**src/rtl/cbm2_bus_pkg.sv**
```systemverilog
// Shared types and seg 15 memory-map constants for the CBM-II system bus arbiter.
package cbm2_bus_pkg;

  typedef enum logic [1:0] {
    RGN_RAM  = 2'd0,
    RGN_ROM  = 2'd1,
    RGN_IO   = 2'd2,
    RGN_OPEN = 2'd3
  } region_t;

  typedef enum logic [1:0] {
    StIdle,
    StIssue,
    StWait,
    StDone
  } state_t;

  localparam int unsigned SysSeg      = 15;
  localparam logic [15:0] RomLoBase   = 16'h8000;
  localparam logic [15:0] RomLoLast   = 16'hCFFF;
  localparam logic [15:0] VidRamBase  = 16'hD000;
  localparam logic [15:0] ColRamBase  = 16'hD400;
  localparam logic [15:0] IoBase      = 16'hD800;
  localparam logic [15:0] RomHiBase   = 16'hE000;

  // Accesses that complete without touching the memory port.
  function automatic logic skips_memory(region_t rgn, logic we);
    return (rgn == RGN_OPEN) || ((rgn == RGN_ROM) && we);
  endfunction

endpackage

```
**src/rtl/cbm2_seg_decode.sv**
```systemverilog
// Combinational segment/model decode of a system address into a region_t.
module cbm2_seg_decode
  import cbm2_bus_pkg::*;
#(
  parameter int unsigned SEG_W = 8
) (
  input  logic             model_i,
  input  logic [1:0]       ram_size_i,
  input  logic             ipc_ram_en_i,
  input  logic [SEG_W-1:0] seg_i,
  input  logic [15:0]      addr_i,
  output region_t          region_o
);

  logic ram_prof;
  logic ram_bus;

  always_comb begin
    region_o = RGN_OPEN;
    ram_prof = 1'b0;
    ram_bus  = 1'b0;
    if (seg_i == SEG_W'(SysSeg)) begin
      if (addr_i[15:12] == 4'h0) begin
        // Upper half of $0xxx is the IPC RAM window.
        region_o = (!addr_i[11] || ipc_ram_en_i) ? RGN_RAM : RGN_OPEN;
      end else if ((addr_i >= RomLoBase && addr_i <= RomLoLast) || addr_i >= RomHiBase) begin
        region_o = RGN_ROM;
      end else if (addr_i >= VidRamBase && addr_i < ColRamBase) begin
        region_o = RGN_RAM;
      end else if (addr_i >= ColRamBase && addr_i < IoBase) begin
        region_o = model_i ? RGN_OPEN : RGN_RAM;
      end else if (addr_i >= IoBase) begin
        region_o = RGN_IO;
      end
    end else begin
      unique case (ram_size_i)
        2'd0: begin
          ram_prof = (seg_i <= SEG_W'(1));
          ram_bus  = (seg_i >= SEG_W'(1)) && (seg_i <= SEG_W'(2));
        end
        2'd1: begin
          ram_prof = (seg_i <= SEG_W'(3));
          ram_bus  = (seg_i >= SEG_W'(1)) && (seg_i <= SEG_W'(4));
        end
        default: begin
          ram_prof = 1'b1;
          ram_bus  = 1'b1;
        end
      endcase
      if (model_i ? ram_bus : ram_prof) region_o = RGN_RAM;
    end
  end

endmodule

```
**src/rtl/cbm2_bus_arbiter.sv**
```systemverilog
// Multi-master arbiter serialising requesters onto one system memory port, with
// fixed-priority video (master 0), round-robin for the rest and per-master read latches.
module cbm2_bus_arbiter
  import cbm2_bus_pkg::*;
#(
  parameter int unsigned       MASTERS   = 3,
  parameter int unsigned       DATA_W    = 8,
  parameter int unsigned       SEG_W     = 8,
  parameter logic [DATA_W-1:0] OPEN_DATA = {DATA_W{1'b1}}
) (
  input  logic                        clk_sys_i,
  input  logic                        reset_n_i,
  input  logic                        model_i,
  input  logic [1:0]                  ram_size_i,
  input  logic                        ipc_ram_en_i,
  input  logic [MASTERS-1:0]          m_req_i,
  input  logic [MASTERS-1:0]          m_we_i,
  input  logic [MASTERS*SEG_W-1:0]    m_seg_i,
  input  logic [MASTERS*16-1:0]       m_addr_i,
  input  logic [MASTERS*DATA_W-1:0]   m_wdata_i,
  output logic [MASTERS-1:0]          m_ack_o,
  output logic [MASTERS*DATA_W-1:0]   m_rdata_o,
  output logic                        mem_req_o,
  output logic                        mem_we_o,
  output logic [SEG_W+16-1:0]         mem_addr_o,
  output region_t                     mem_region_o,
  output logic [DATA_W-1:0]           mem_wdata_o,
  input  logic                        mem_ack_i,
  input  logic [DATA_W-1:0]           mem_rdata_i
);

  localparam int unsigned IdxW  = $clog2(MASTERS);
  localparam int unsigned AddrW = SEG_W + 16;

  logic [SEG_W-1:0]  seg_arr   [MASTERS];
  logic [15:0]       addr_arr  [MASTERS];
  logic [DATA_W-1:0] wdata_arr [MASTERS];
  logic [DATA_W-1:0] rdata_q   [MASTERS];

  state_t            state_q;
  logic [IdxW-1:0]   rr_q;
  logic [IdxW-1:0]   win_q;
  logic              cmd_we_q;
  logic [AddrW-1:0]  cmd_addr_q;
  logic [DATA_W-1:0] cmd_wdata_q;
  region_t           region_q;
  logic              mem_req_q;
  logic [MASTERS-1:0] m_ack_q;

  logic              win_valid;
  logic [IdxW-1:0]   win_idx;
  logic [IdxW-1:0]   cand;
  region_t           win_region;

  always_comb begin
    for (int unsigned i = 0; i < MASTERS; i++) begin
      seg_arr[i]                    = m_seg_i[i*SEG_W +: SEG_W];
      addr_arr[i]                   = m_addr_i[i*16 +: 16];
      wdata_arr[i]                  = m_wdata_i[i*DATA_W +: DATA_W];
      m_rdata_o[i*DATA_W +: DATA_W] = rdata_q[i];
    end
  end

  // rr_q is the first master (1..MASTERS-1) to consider when video is not requesting.
  always_comb begin
    win_valid = 1'b0;
    win_idx   = '0;
    cand      = '0;
    if (m_req_i[0]) begin
      win_valid = 1'b1;
    end else begin
      for (int unsigned k = 0; k < MASTERS - 1; k++) begin
        cand = IdxW'((32'(rr_q) - 32'd1 + k) % (MASTERS - 1) + 1);
        if (!win_valid && m_req_i[cand]) begin
          win_valid = 1'b1;
          win_idx   = cand;
        end
      end
    end
  end

  cbm2_seg_decode #(
    .SEG_W (SEG_W)
  ) u_seg_decode (
    .model_i      (model_i),
    .ram_size_i   (ram_size_i),
    .ipc_ram_en_i (ipc_ram_en_i),
    .seg_i        (seg_arr[win_idx]),
    .addr_i       (addr_arr[win_idx]),
    .region_o     (win_region)
  );

  always_ff @(posedge clk_sys_i or negedge reset_n_i) begin
    if (!reset_n_i) begin
      state_q     <= StIdle;
      rr_q        <= IdxW'(1);
      win_q       <= '0;
      cmd_we_q    <= 1'b0;
      cmd_addr_q  <= '0;
      cmd_wdata_q <= '0;
      region_q    <= RGN_OPEN;
      mem_req_q   <= 1'b0;
      m_ack_q     <= '0;
      for (int unsigned i = 0; i < MASTERS; i++) rdata_q[i] <= '0;
    end else begin
      m_ack_q <= '0;
      unique case (state_q)
        StIdle: begin
          // Skip arbitration during an ack pulse so the acked request is not replayed.
          if (win_valid && (m_ack_q == '0)) begin
            win_q       <= win_idx;
            cmd_we_q    <= m_we_i[win_idx];
            cmd_addr_q  <= {seg_arr[win_idx], addr_arr[win_idx]};
            cmd_wdata_q <= wdata_arr[win_idx];
            region_q    <= win_region;
            state_q     <= StIssue;
          end
        end
        StIssue: begin
          if (skips_memory(region_q, cmd_we_q)) begin
            state_q <= StDone;
          end else begin
            mem_req_q <= 1'b1;
            state_q   <= StWait;
          end
        end
        StWait: begin
          if (mem_ack_i) begin
            mem_req_q <= 1'b0;
            if (!cmd_we_q) rdata_q[win_q] <= mem_rdata_i;
            state_q <= StDone;
          end
        end
        StDone: begin
          m_ack_q[win_q] <= 1'b1;
          if (!cmd_we_q && region_q == RGN_OPEN) rdata_q[win_q] <= OPEN_DATA;
          if (win_q != '0) begin
            rr_q <= (win_q == IdxW'(MASTERS - 1)) ? IdxW'(1) : win_q + IdxW'(1);
          end
          state_q <= StIdle;
        end
        default: state_q <= StIdle;
      endcase
    end
  end

  assign m_ack_o      = m_ack_q;
  assign mem_req_o    = mem_req_q;
  assign mem_we_o     = cmd_we_q;
  assign mem_addr_o   = cmd_addr_q;
  assign mem_region_o = region_q;
  assign mem_wdata_o  = cmd_wdata_q;

endmodule

```
**config.mk**
```make
export PLATFORM = sky130hd
export DESIGN_NAME = cbm2_bus_arbiter
export DESIGN_NICKNAME = d
export VERILOG_FILES = /design/src/rtl/cbm2_bus_pkg.sv /design/src/rtl/cbm2_seg_decode.sv /design/src/rtl/cbm2_bus_arbiter.sv
export SDC_FILE = /design/constraint.sdc
export NUM_CORES = 1
export LEC_CHECK = 0
export BUFFER_PORTS_ARGS = -buffer_cell sky130_fd_sc_hd__buf_2
export CAP_MARGIN = 10
export CELL_PAD_IN_SITES_DETAIL_PLACEMENT = 0
export CELL_PAD_IN_SITES_GLOBAL_PLACEMENT = 1
export CORE_MARGIN = 2
export CORE_UTILIZATION = 39
export CTS_CLUSTER_DIAMETER = 150
export DETAILED_ROUTE_END_ITERATION = 7
export PLACE_DENSITY_LB_ADDON = 0.1
export SLEW_MARGIN = 15
export SYNTH_ARGS = -nofsm -noshare
export SYNTH_HDL_FRONTEND = slang
export SYNTH_HIERARCHICAL = 1
export SYNTH_SLANG_ARGS = --single-unit
```
**constraint.sdc**
```tcl
create_clock -name clk_sys_i -period 3.85 [get_ports clk_sys_i]
set_input_delay 0 -clock clk_sys_i [delete_from_list [all_inputs] [get_ports clk_sys_i]]
set_output_delay 0 -clock clk_sys_i [all_outputs]
set_load 0.02 [all_outputs]
```
==> metrics.md <==
| Metric | Value |
|---|---|
| Register area share after synthesis | `just under 40%` |
| I/O pins | `180` |
| Area grow syn2layout | `32.5%` |
| Routed vias/inst | `between 5 and 6` |
| Via count | `approximately 4000` |
| Min Tclk post-route | `approximately 2800 ps` |
| EDFF count, synth | `0` |
| PostCTS Resize Cnt | `0` |
| Post-Route WL | `12200 um` |
| 1st-pass router iterations | `4` |
| CP max FO | `15` |
| Main synth FF type | `dfrtp_1` |
| Post-route insts no fill | `slightly above 700` |
| Chip height | `approximately 110 um` |
| Most frequent cells in the layout | `buf_2 (177), dfrtp_1 (65), nor3_1 (49)` |
| Post-route DRC | `0` |
| Vias in the first global route | `roughly 3900` |
| Power Dens Cells | `710 nW/um^2` |
| Tot GR Track Use | `just over 20%` |
| Hold crit path type | `input port to flop` |
| Slew Viols, Final | `0` |
| Max Fclk | `about 350 MHz` |
| Max VDD drop | `roughly 0.00045 V` |
| Die area | `between 10000 and 15000 um^2` |
| Leakage power | `around 2.7 nW` |
| Syn_nets | `513` |
| Post-route ant nets | `0` |
| RSZ-0062 raised after global routing | `false` |
| WS Path Type | `flop to flop` |
| Period utilisation layout | `roughly three quarters` |
| Wire per inst | `16.7 um` |
| Total number of yosys warnings | `6` |
| CP max-delay cell | `a2111oi_2` |
| Outcome | `complete, no violations` |
| Crit path launch type | `flop` |
| Final setup fails | `0` |
| Crit end category | `flop` |
| Port-buffer cells | `179` |
| Total grt overflow | `0` |
| Multi-input gate area | `around 2300 um^2` |
| Clock Tree Buf Depth | `2` |
| Largest net degree at the start of global routing | `69` |
| CTS buffer count | `9` |
| Seq cells post-synth | `68` |
| Top cells by area, synth | `dfrtp_1 (38%), mux2_2 (8.3%), a2111oi_4 (7.0%)` |
| CP max stage delay | `approximately 560 ps` |
| Initial DRC count | `150` |
| Async SR Flop Fraction | `100%` |
| Post-Syn Area per Cell | `11.1 um^2` |
| Worst-Margin Slew | `around 1100 ps` |
| Core area | `10800 um^2` |
| Post-synth top area share | `between 30% and 40%` |
| Sequential cell area | `roughly 1700 um^2` |
| Max-cap violations | `0` |
| Ant. Diodes | `0` |
| Leading area contributor after synthesis | `dfrtp_1` |
| Nets | `approximately 700` |
| CTS root buf | `clkbuf_8` |
| Post-Route Setup TNS | `0 ps` |
| Initial antenna violation count | `1` |
| CTS sink count | `68` |
| CTS tree | `done` |
| Core Rows | `38` |
| # fillers | `998` |
| First-pass GRT wire length | `roughly 19000 um` |
| Most common cell after layout, fill and taps aside | `buf_2` |
| Worst-path clk slew | `80 ps` |
| Post-Syn Area | `roughly 4300 um^2` |
| Synthesized instance count | `between 300 and 400` |
| H-tree depth | `3` |
| Share of cells above drive strength 1 | `49.1%` |
| Worst skew pair latency | `360 ps` |
| Cell variety after synth | `44` |
| Die W | `about 110 um` |
| Data arrival, critical path | `just over 3000 ps` |
| Worst Skew | `a little over 9 ps` |
| CP dominant cell by count | `nand2_1` |
| Relative slew slack | `around 25%` |
| WP data required | `4140 ps` |
| Crit path cell chain | `and2_1 > buf_4 > nor3_1 > a2111oi_2 > or3b_1 > o2111ai_1 > o211ai_2 > o21ai_1 > nand2_1 > nand2_1` |
| RePlAce Congestion | `0.767` |
| Initial Util | `39.9%` |
| Detailed placement HPWL | `between 8000 and 9000 um` |
| Cells after DPL | `683` |
| Final-report hold violation count | `0` |
| Final Util | `52.9%` |
| Setup bufs post-CTS | `0` |
==> through the flow <==
stage / hold WS, ps / setup WS (ps) / cell area, um^2 / total power [mW]
after CTS: 1.72 / 990 / 5740 / 4.12
after global placement: 178 / 1110 / 5250 / 3.34
after detailed placement: 178 / 997 / 5250 / 3.37
after floorplan: -296 / 1760 / 4330 / 2.75
final: 16.1 / 1030 / 5740 / 4.07
after global routing: 49.5 / 721 / 5740 / 4.36
==> layer usage <==
metal / track usage (%) / vias to the layer above / routed length (um)
met5: 0 / - / 13
met4: 4.88 / 2 / 124
met3: 6.11 / 15 / 826
met2: 34.2 / 133 / 5870
met1: 26.4 / 1886 / 5320
li1: - / 1848 / -
==> layout make-up <==
class	count	share of cell area [%]
clock buffers	9	2.16
clock inverters	7	1.42
inverters	27	1.77
multi-input cells	266	40.9
flip-flops and latches	68	29.7
well taps	140	3.05
repair buffers	210	21.0
==> state kept, by name (all words and copies together) (netlist names) <==
signal,count
m_ack_o,3
m_rdata_o,24
mem_addr_o,24
mem_region_o,2
mem_req_o,1
mem_wdata_o,8
mem_we_o,1
rr_q,1
state_q,2
win_q,2
==> power by group <==
part | total, mW | internal [mW] | switching (mW)
registers | 1.29 | 1.08 | 0.212
logic | 2.15 | 0.981 | 1.17
clock network | 0.625 | 0.309 | 0.315
total | 4.07 | 2.37 | 1.70
==> worst paths after layout <==
check	from	end	slack, ps	depth (start not counted)
min in group asynchronous	reset_n_i	mem_addr_o[1]	280	2
setup reg to reg	rr_q[0]	mem_region_o[1]	1030	10
hold / removal	ram_size_i[1]	mem_region_o[1]	20	6
hold reg to reg	mem_req_o	mem_req_o	480	2
setup / recovery	rr_q[0]	mem_region_o[1]	1030	10
max in group asynchronous	reset_n_i	mem_addr_o[10]	2990	2
==> critical path: cells and delay by family, from the launching register on <==
| kind | cells | cell delay [ps] |
|---|---|---|
| DFF | 1 | 550 |
| and+or+nand+nor | 5 | 920 |
| AOI/OAI and AO/OA | 4 | 960 |
| buffers and inverters | 1 | 320 |
==> cells in the mapped netlist, drive strengths merged (2+ instances only) <==
cell type  instances
ha                 5
o211ai            11
buf               23
mux2              49
dfstp              3
dfrtp             65
nand3             12
or2                9
mux2i              9
clkbuf             7
nor2b              3
nand2b             6
nand3b             2
a2111oi           24
nor2               4
a21oi              7
o21ai              5
nand2             29
o2111ai            2
and3b              2
nor3              49
inv               27
o32ai             24
==> cell families after synthesis <==
logic type      count (synthesis)  share of synthesized area [%]
buf+inv                        57                           6.45
flops                          68                           39.4
simple gates                  125                           15.1
compound gates                 78                           21.3
fa+ha+maj                       5                           1.45
mux                            58                           16.3
==> timing repair <==
action	4_1_cts	5_1_grt
endpoints found under the hold margin	99	0
endpoints found under the setup margin	0	0
hold buffers	28	0
No activity file was read; power rests on OpenSTA's default activity.
